<file path="src/rtl/uart_tx_cfg.sv">
// Configurable UART transmitter: N data bits, optional odd/even parity, 1-2 stop bits,
// small input FIFO with valid/ready write side and CTS gating at frame starts.
module uart_tx_cfg #(
    parameter int CLKS_PER_BIT = 434,
    parameter int DATA_BITS    = 8,
    parameter int PARITY       = 0,
    parameter int STOP_BITS    = 1,
    parameter int FIFO_DEPTH   = 4,
    localparam int CW          = $clog2(FIFO_DEPTH + 1)
) (
    input  logic                 clk,
    input  logic                 rst,
    input  logic                 tx_valid_i,
    output logic                 tx_ready_o,
    input  logic [DATA_BITS-1:0] data_i,
    input  logic                 cts_i,
    output logic                 data_o,
    output logic                 busy_o,
    output logic [CW-1:0]        fifo_count_o
);
    localparam int PW = $clog2(FIFO_DEPTH);
    localparam int BW = $clog2(CLKS_PER_BIT);
    localparam int IW = $clog2(DATA_BITS);
    localparam logic [BW-1:0] BAUD_LAST = BW'(CLKS_PER_BIT - 1);
    localparam logic [IW-1:0] BIT_LAST  = IW'(DATA_BITS - 1);
    localparam logic          STOP_LAST = 1'(STOP_BITS - 1);
    localparam logic [CW-1:0] FULL      = CW'(FIFO_DEPTH);

    if (CLKS_PER_BIT < 2) begin : g_bad_cpb
        $error("CLKS_PER_BIT must be >= 2");
    end
    if (DATA_BITS < 5 || DATA_BITS > 9) begin : g_bad_db
        $error("DATA_BITS must be 5..9");
    end
    if (PARITY < 0 || PARITY > 2) begin : g_bad_par
        $error("PARITY must be 0, 1 or 2");
    end
    if (STOP_BITS < 1 || STOP_BITS > 2) begin : g_bad_sb
        $error("STOP_BITS must be 1 or 2");
    end
    if (FIFO_DEPTH < 2 || (FIFO_DEPTH & (FIFO_DEPTH - 1)) != 0) begin : g_bad_fd
        $error("FIFO_DEPTH must be a power of two >= 2");
    end

    typedef enum logic [2:0] {S_IDLE, S_START, S_DATA, S_PARITY, S_STOP} state_e;

    state_e               state_q, state_d;
    logic [BW-1:0]        baud_q, baud_d;
    logic [IW-1:0]        bit_q, bit_d;
    logic                 stop_q, stop_d;
    logic [DATA_BITS-1:0] shreg_q, shreg_d;
    logic                 par_q, par_d;

    logic [DATA_BITS-1:0] mem_q [FIFO_DEPTH];
    logic [PW-1:0]        wr_ptr_q, rd_ptr_q;
    logic [CW-1:0]        count_q;
    logic                 push, pop, load, start_ok, bit_end;
    logic [DATA_BITS-1:0] head;

    assign tx_ready_o   = (count_q != FULL);
    assign fifo_count_o = count_q;
    assign push         = tx_valid_i && tx_ready_o;
    assign head         = mem_q[rd_ptr_q];
    assign start_ok     = (count_q != '0) && cts_i;
    assign bit_end      = (baud_q == BAUD_LAST);

    // Reset discards queued words by clearing pointers; storage itself needs no reset.
    always_ff @(posedge clk) begin
        if (push) mem_q[wr_ptr_q] <= data_i;
    end

    always_ff @(posedge clk or posedge rst) begin
        if (rst) begin
            wr_ptr_q <= '0;
            rd_ptr_q <= '0;
            count_q  <= '0;
        end else begin
            if (push) wr_ptr_q <= wr_ptr_q + 1'b1;
            if (pop)  rd_ptr_q <= rd_ptr_q + 1'b1;
            case ({push, pop})
                2'b10:   count_q <= count_q + 1'b1;
                2'b01:   count_q <= count_q - 1'b1;
                default: count_q <= count_q;
            endcase
        end
    end

    always_ff @(posedge clk or posedge rst) begin
        if (rst) begin
            state_q <= S_IDLE;
            baud_q  <= '0;
            bit_q   <= '0;
            stop_q  <= 1'b0;
            shreg_q <= '0;
            par_q   <= 1'b0;
        end else begin
            state_q <= state_d;
            baud_q  <= baud_d;
            bit_q   <= bit_d;
            stop_q  <= stop_d;
            shreg_q <= shreg_d;
            par_q   <= par_d;
        end
    end

    always_comb begin
        state_d = state_q;
        baud_d  = (state_q == S_IDLE || bit_end) ? '0 : baud_q + 1'b1;
        bit_d   = bit_q;
        stop_d  = stop_q;
        shreg_d = shreg_q;
        par_d   = par_q;
        load    = 1'b0;
        case (state_q)
            S_IDLE: if (start_ok) begin
                state_d = S_START;
                load    = 1'b1;
            end
            S_START: if (bit_end) begin
                state_d = S_DATA;
                bit_d   = '0;
            end
            S_DATA: if (bit_end) begin
                shreg_d = shreg_q >> 1;
                bit_d   = bit_q + 1'b1;
                stop_d  = 1'b0;
                if (bit_q == BIT_LAST) state_d = (PARITY != 0) ? S_PARITY : S_STOP;
            end
            S_PARITY: if (bit_end) begin
                state_d = S_STOP;
                stop_d  = 1'b0;
            end
            S_STOP: if (bit_end) begin
                if (stop_q == STOP_LAST) begin
                    // Chain straight into the next start bit when allowed: no idle gap.
                    if (start_ok) begin
                        state_d = S_START;
                        load    = 1'b1;
                    end else begin
                        state_d = S_IDLE;
                    end
                end else begin
                    stop_d = 1'b1;
                end
            end
            default: state_d = S_IDLE;
        endcase
        if (load) begin
            shreg_d = head;
            par_d   = (PARITY == 1) ? ~^head : ^head;
        end
        pop = load;
    end

    always_comb begin
        case (state_q)
            S_START:  data_o = 1'b0;
            S_DATA:   data_o = shreg_q[0];
            S_PARITY: data_o = par_q;
            default:  data_o = 1'b1;
        endcase
        busy_o = (state_q != S_IDLE);
    end
endmodule

</file>
<file path="config.mk">
export PLATFORM = sky130hd
export DESIGN_NAME = uart_tx_cfg
export DESIGN_NICKNAME = d
export VERILOG_FILES = /design/src/rtl/uart_tx_cfg.sv
export SDC_FILE = /design/constraint.sdc
export NUM_CORES = 1
export LEC_CHECK = 0
export BUFFER_PORTS_ARGS = -buffer_cell sky130_fd_sc_hd__buf_2
export CAP_MARGIN = 20
export CORE_MARGIN = 5
export CORE_UTILIZATION = 56
export CTS_BUF_LIST = sky130_fd_sc_hd__clkbuf_8
export CTS_CLUSTER_SIZE = 14
export DETAILED_ROUTE_END_ITERATION = 8
export PLACE_DENSITY = 0.77
export SYNTH_ARGS = -nofsm -noshare
export SYNTH_HDL_FRONTEND = slang
export SYNTH_SLANG_ARGS = --single-unit
export TNS_END_PERCENT = 1
</file>
<file path="constraint.sdc">
create_clock -name clk -period 2.3 [get_ports clk]
set_input_delay 0.23 -clock clk [delete_from_list [all_inputs] [get_ports clk]]
set_output_delay 0.23 -clock clk [all_outputs]
set_load 0.03 [all_outputs]
</file>
==> results.toml <==
[clocking]
clockRootBuffer = "clkbuf_8"
cts_tree = "built"
htree_levels = 3
clock-sinks = 63
cts_buffer_depth = 2
insertion_delay_ns = 0.33
path_clk_slew_ns = 0.08
cts_buffers = 9

[worst_setup_path]
required_ns = 2.55
crit_type = "register to register"
end_kind = "register"
path_cells = "inv_1, ha_1, and4b_1, nand4_1, a21oi_4, ha_4, inv_1, fa_2, xor2_1, nor2_1, xor2_1"
reg2regPathDepth = 11
cpPeakStageDelay_ns = 0.38
cp-startpoint = "baud_q[1]"
r2r_slack_ns = 0.12
cp_max_fo = 2
crit_end = "fifo_count_o[2]"
worstPathArrival_ns = 2.43
r2r-start = "baud_q[1]"
r2r-end = "fifo_count_o[2]"
crit_path_start_kind = "register"
critPathSlowestCell = "dfrtp_1"

[synthesis]
syn_avg_cell_area_um2 = 13.34
synth_area_um2 = 2789
yosysTopAreaCell = "edfxtp_1"
synth.area.top_cells = "edfxtp_1 34%, dfrtp_1 28%, mux4_2 6.5%"
synth_edf_count = 32
synth_top_area_share_pct = 34.45
synthFlopType = "edfxtp_1"
async_flop_share_pct = 49.21
ys_warn_count = 0
ys_seq_area_share_pct = 62.27
syn_nets = 231
synth_cell_type_count = 30
synth_seq_cells = 63
netlist_instances = 209

[route]
ant_nets = 0
firstDrtPassIters = 4
drt-initial-drc-count = 60
routed_wl_mm = 4.686
drcViolationCount = 0
routed-via-count = 1645
detail_route.wl_per_cell_um = 15.02
vias_per_cell = 5.272

[placed_design]
gp_congestion = 0.7551
hpwl_mm = 3.240
placed_cell_area_um2 = 3003
portBuffers = 17

[power_and_ir_drop]
p_total_uw = 2900
combPwrFrac_pct = 17.4
peakVddDrop_mv = 0.8133
clock_power_share_pct = 33.3
power_density_nw_per_um2 = 896.5
switching_share_pct = 29.17
leakagePower_uw = 0.001312
power_frac_seq_pct = 49.3
intPower_uw = 2054
power.switching_uw = 845.8

[floorplan]
rows = 25
core_um2 = 4786
initial_core_util_pct = 58.27
io_pins = 18
fp.dieH_um = 80.57
die_x_um = 80.57
dieArea_um2 = 6492

[finish]
fin_nets = 262
drive_above_1_share_pct = 22.86
antenna_cells = 0
area_growth_pct = 15.97
design_area_um2 = 3234

[sta]
period_share_pct = 94.80
finalWorstPathRequiredPeriod_ns = 2.180
slew_headroom_pct = 71.60
tns_ns = 0
rsz0062_at_grt = "no"
skew_ns = 0.005530
slew_violations = 0
final-setup-viol-count = 0
tightest_slew_ns = 0.4260
hold_viol_final = 0
max_clock_freq_ghz = 0.4586

[grt]
grtUsageTotal_pct = 16.85
grt_max_degree = 32
grt-ovfl-total = 0
antenna_found_initial = 0
grt_pass1_wl_mm = 8.052
grt_pass1_vias = 1708

[worst_hold_path]
min_path_type = "input pin to register"

[outcome]
status = "finished, final reports clean"

[job]
drv_cap = 0
-- power by group through the flow --
stage / registers [uW] / logic [uW] / clock network [uW]
2_1_floorplan: 1480 / 319 / 0
3_3_place_gp: 1440 / 487 / 0
3_5_place_dp: 1450 / 503 / 0
4_1_cts: 1430 / 510 / 991
5_1_grt: 1450 / 566 / 1040
6_report: 1430 / 506 / 965
-- cell usage in the layout (no fill, tap or decap), types with 3 or more instances in the layout --
| cell | instances |
|---|---|
| buf_2 | 17 |
| xnor2_1 | 15 |
| nand2_1 | 21 |
| edfxtp_1 | 32 |
| clkbuf_8 | 9 |
| xor2_1 | 5 |
| ha_1 | 8 |
| a22oi_1 | 3 |
| inv_1 | 10 |
| nand3_1 | 4 |
| mux4_2 | 8 |
| nor2_1 | 18 |
| mux2i_1 | 8 |
| buf_4 | 10 |
| dfrtp_1 | 31 |
| and3_1 | 4 |
| o21ai_0 | 15 |
-- synthesized netlist by cell type, types with 3 or more instances --
master and instances:
nand2_1 21, mux4_2 8, dfrtp_1 31, a21oi_1 3, o21ai_0 15, nand3_1 5
xor2_1 5, mux2i_1 8, and3_1 4, nor2_1 18, xnor2_1 15, buf_2 4
a22oi_1 3, ha_1 9, inv_1 10, edfxtp_1 32
-- state kept, by name, summed over array words and instances (netlist names) --
| signal | cells |
|---|---|
| wr_ptr_q | 2 |
| rd_ptr_q | 2 |
| fifo_count_o | 3 |
| mem_q | 32 |
| shreg_q | 8 |
| par_q | 1 |
| bit_q | 3 |
| state_q | 3 |
| baud_q | 9 |
-- critical path, delay by kind of cell, from the launching register on --
| family | cells | cell delay [ns] |
|---|---|---|
| compound gates | 1 | 0.23 |
| xor+xnor | 2 | 0.29 |
| fa+ha+maj | 3 | 0.62 |
| buf+inv | 2 | 0.11 |
| flops | 1 | 0.38 |
| simple gates | 3 | 0.47 |
-- worst min path at each step --
stage / startpoint / endpoint / slack, ns / depth (start not counted)
3_5_place_dp: rst / bit_q[2] / 0.33 / 3
5_1_grt: data_i[5] / mem_q[0][5] / 0.10 / 1
6_report: data_i[7] / mem_q[2][7] / 0.12 / 1
3_3_place_gp: rst / bit_q[2] / 0.33 / 3
4_1_cts: data_i[7] / mem_q[3][7] / 0.10 / 1
2_1_floorplan: rst / baud_q[0] / 0.33 / 1
-- what timing repair did --
item,4_1_cts,5_1_grt
gates resized for setup,0,1
hold endpoints to repair,31,0
setup buffers,0,2
hold buffers,1,0
setup endpoints to repair,0,1
-- per-stage QoR --
step                      setup WS [ns]  util, %  hold slack (ns)  cells
after floorplan                 0.03177        -           0.3289    209
after global placement           0.1825    62.75           0.3259    293
after detailed placement         0.1095    62.75           0.3330    293
after CTS                       0.06065    67.22           0.1026    310
after global routing            0.03238    67.58           0.1010    312
final                            0.1197    67.58           0.1172    312
-- kinds of logic after synthesis --
group	Yosys count	synth area share, %
AND/OR/NAND/NOR	58	9.466
buffers and inverters	18	2.916
AO/OA/AOI/OAI	24	4.980
flip-flops	63	62.27
multiplexers	16	9.332
XOR/XNOR	20	6.281
adder cells (fa/ha/maj)	10	4.756
-- layer usage --
metal	GRT usage [%]	wire length [um]	vias up
met2	25.83	2348	23
met4	5.743	33	0
met5	0	0	-
met1	23.00	2161	814
met3	5.045	143	4
li1	-	-	804
-- area by class of cell --
type	count	area, um2
Clock buffer	9	123.9
Clock inverter	7	80.08
Fill cell	363	1551
Inverter	10	37.54
Multi-Input combinational cell	128	1002
Sequential cell	63	1737
Tap cell	67	83.83
Timing Repair Buffer	28	170.2
Power figures use the tool's default switching activity.
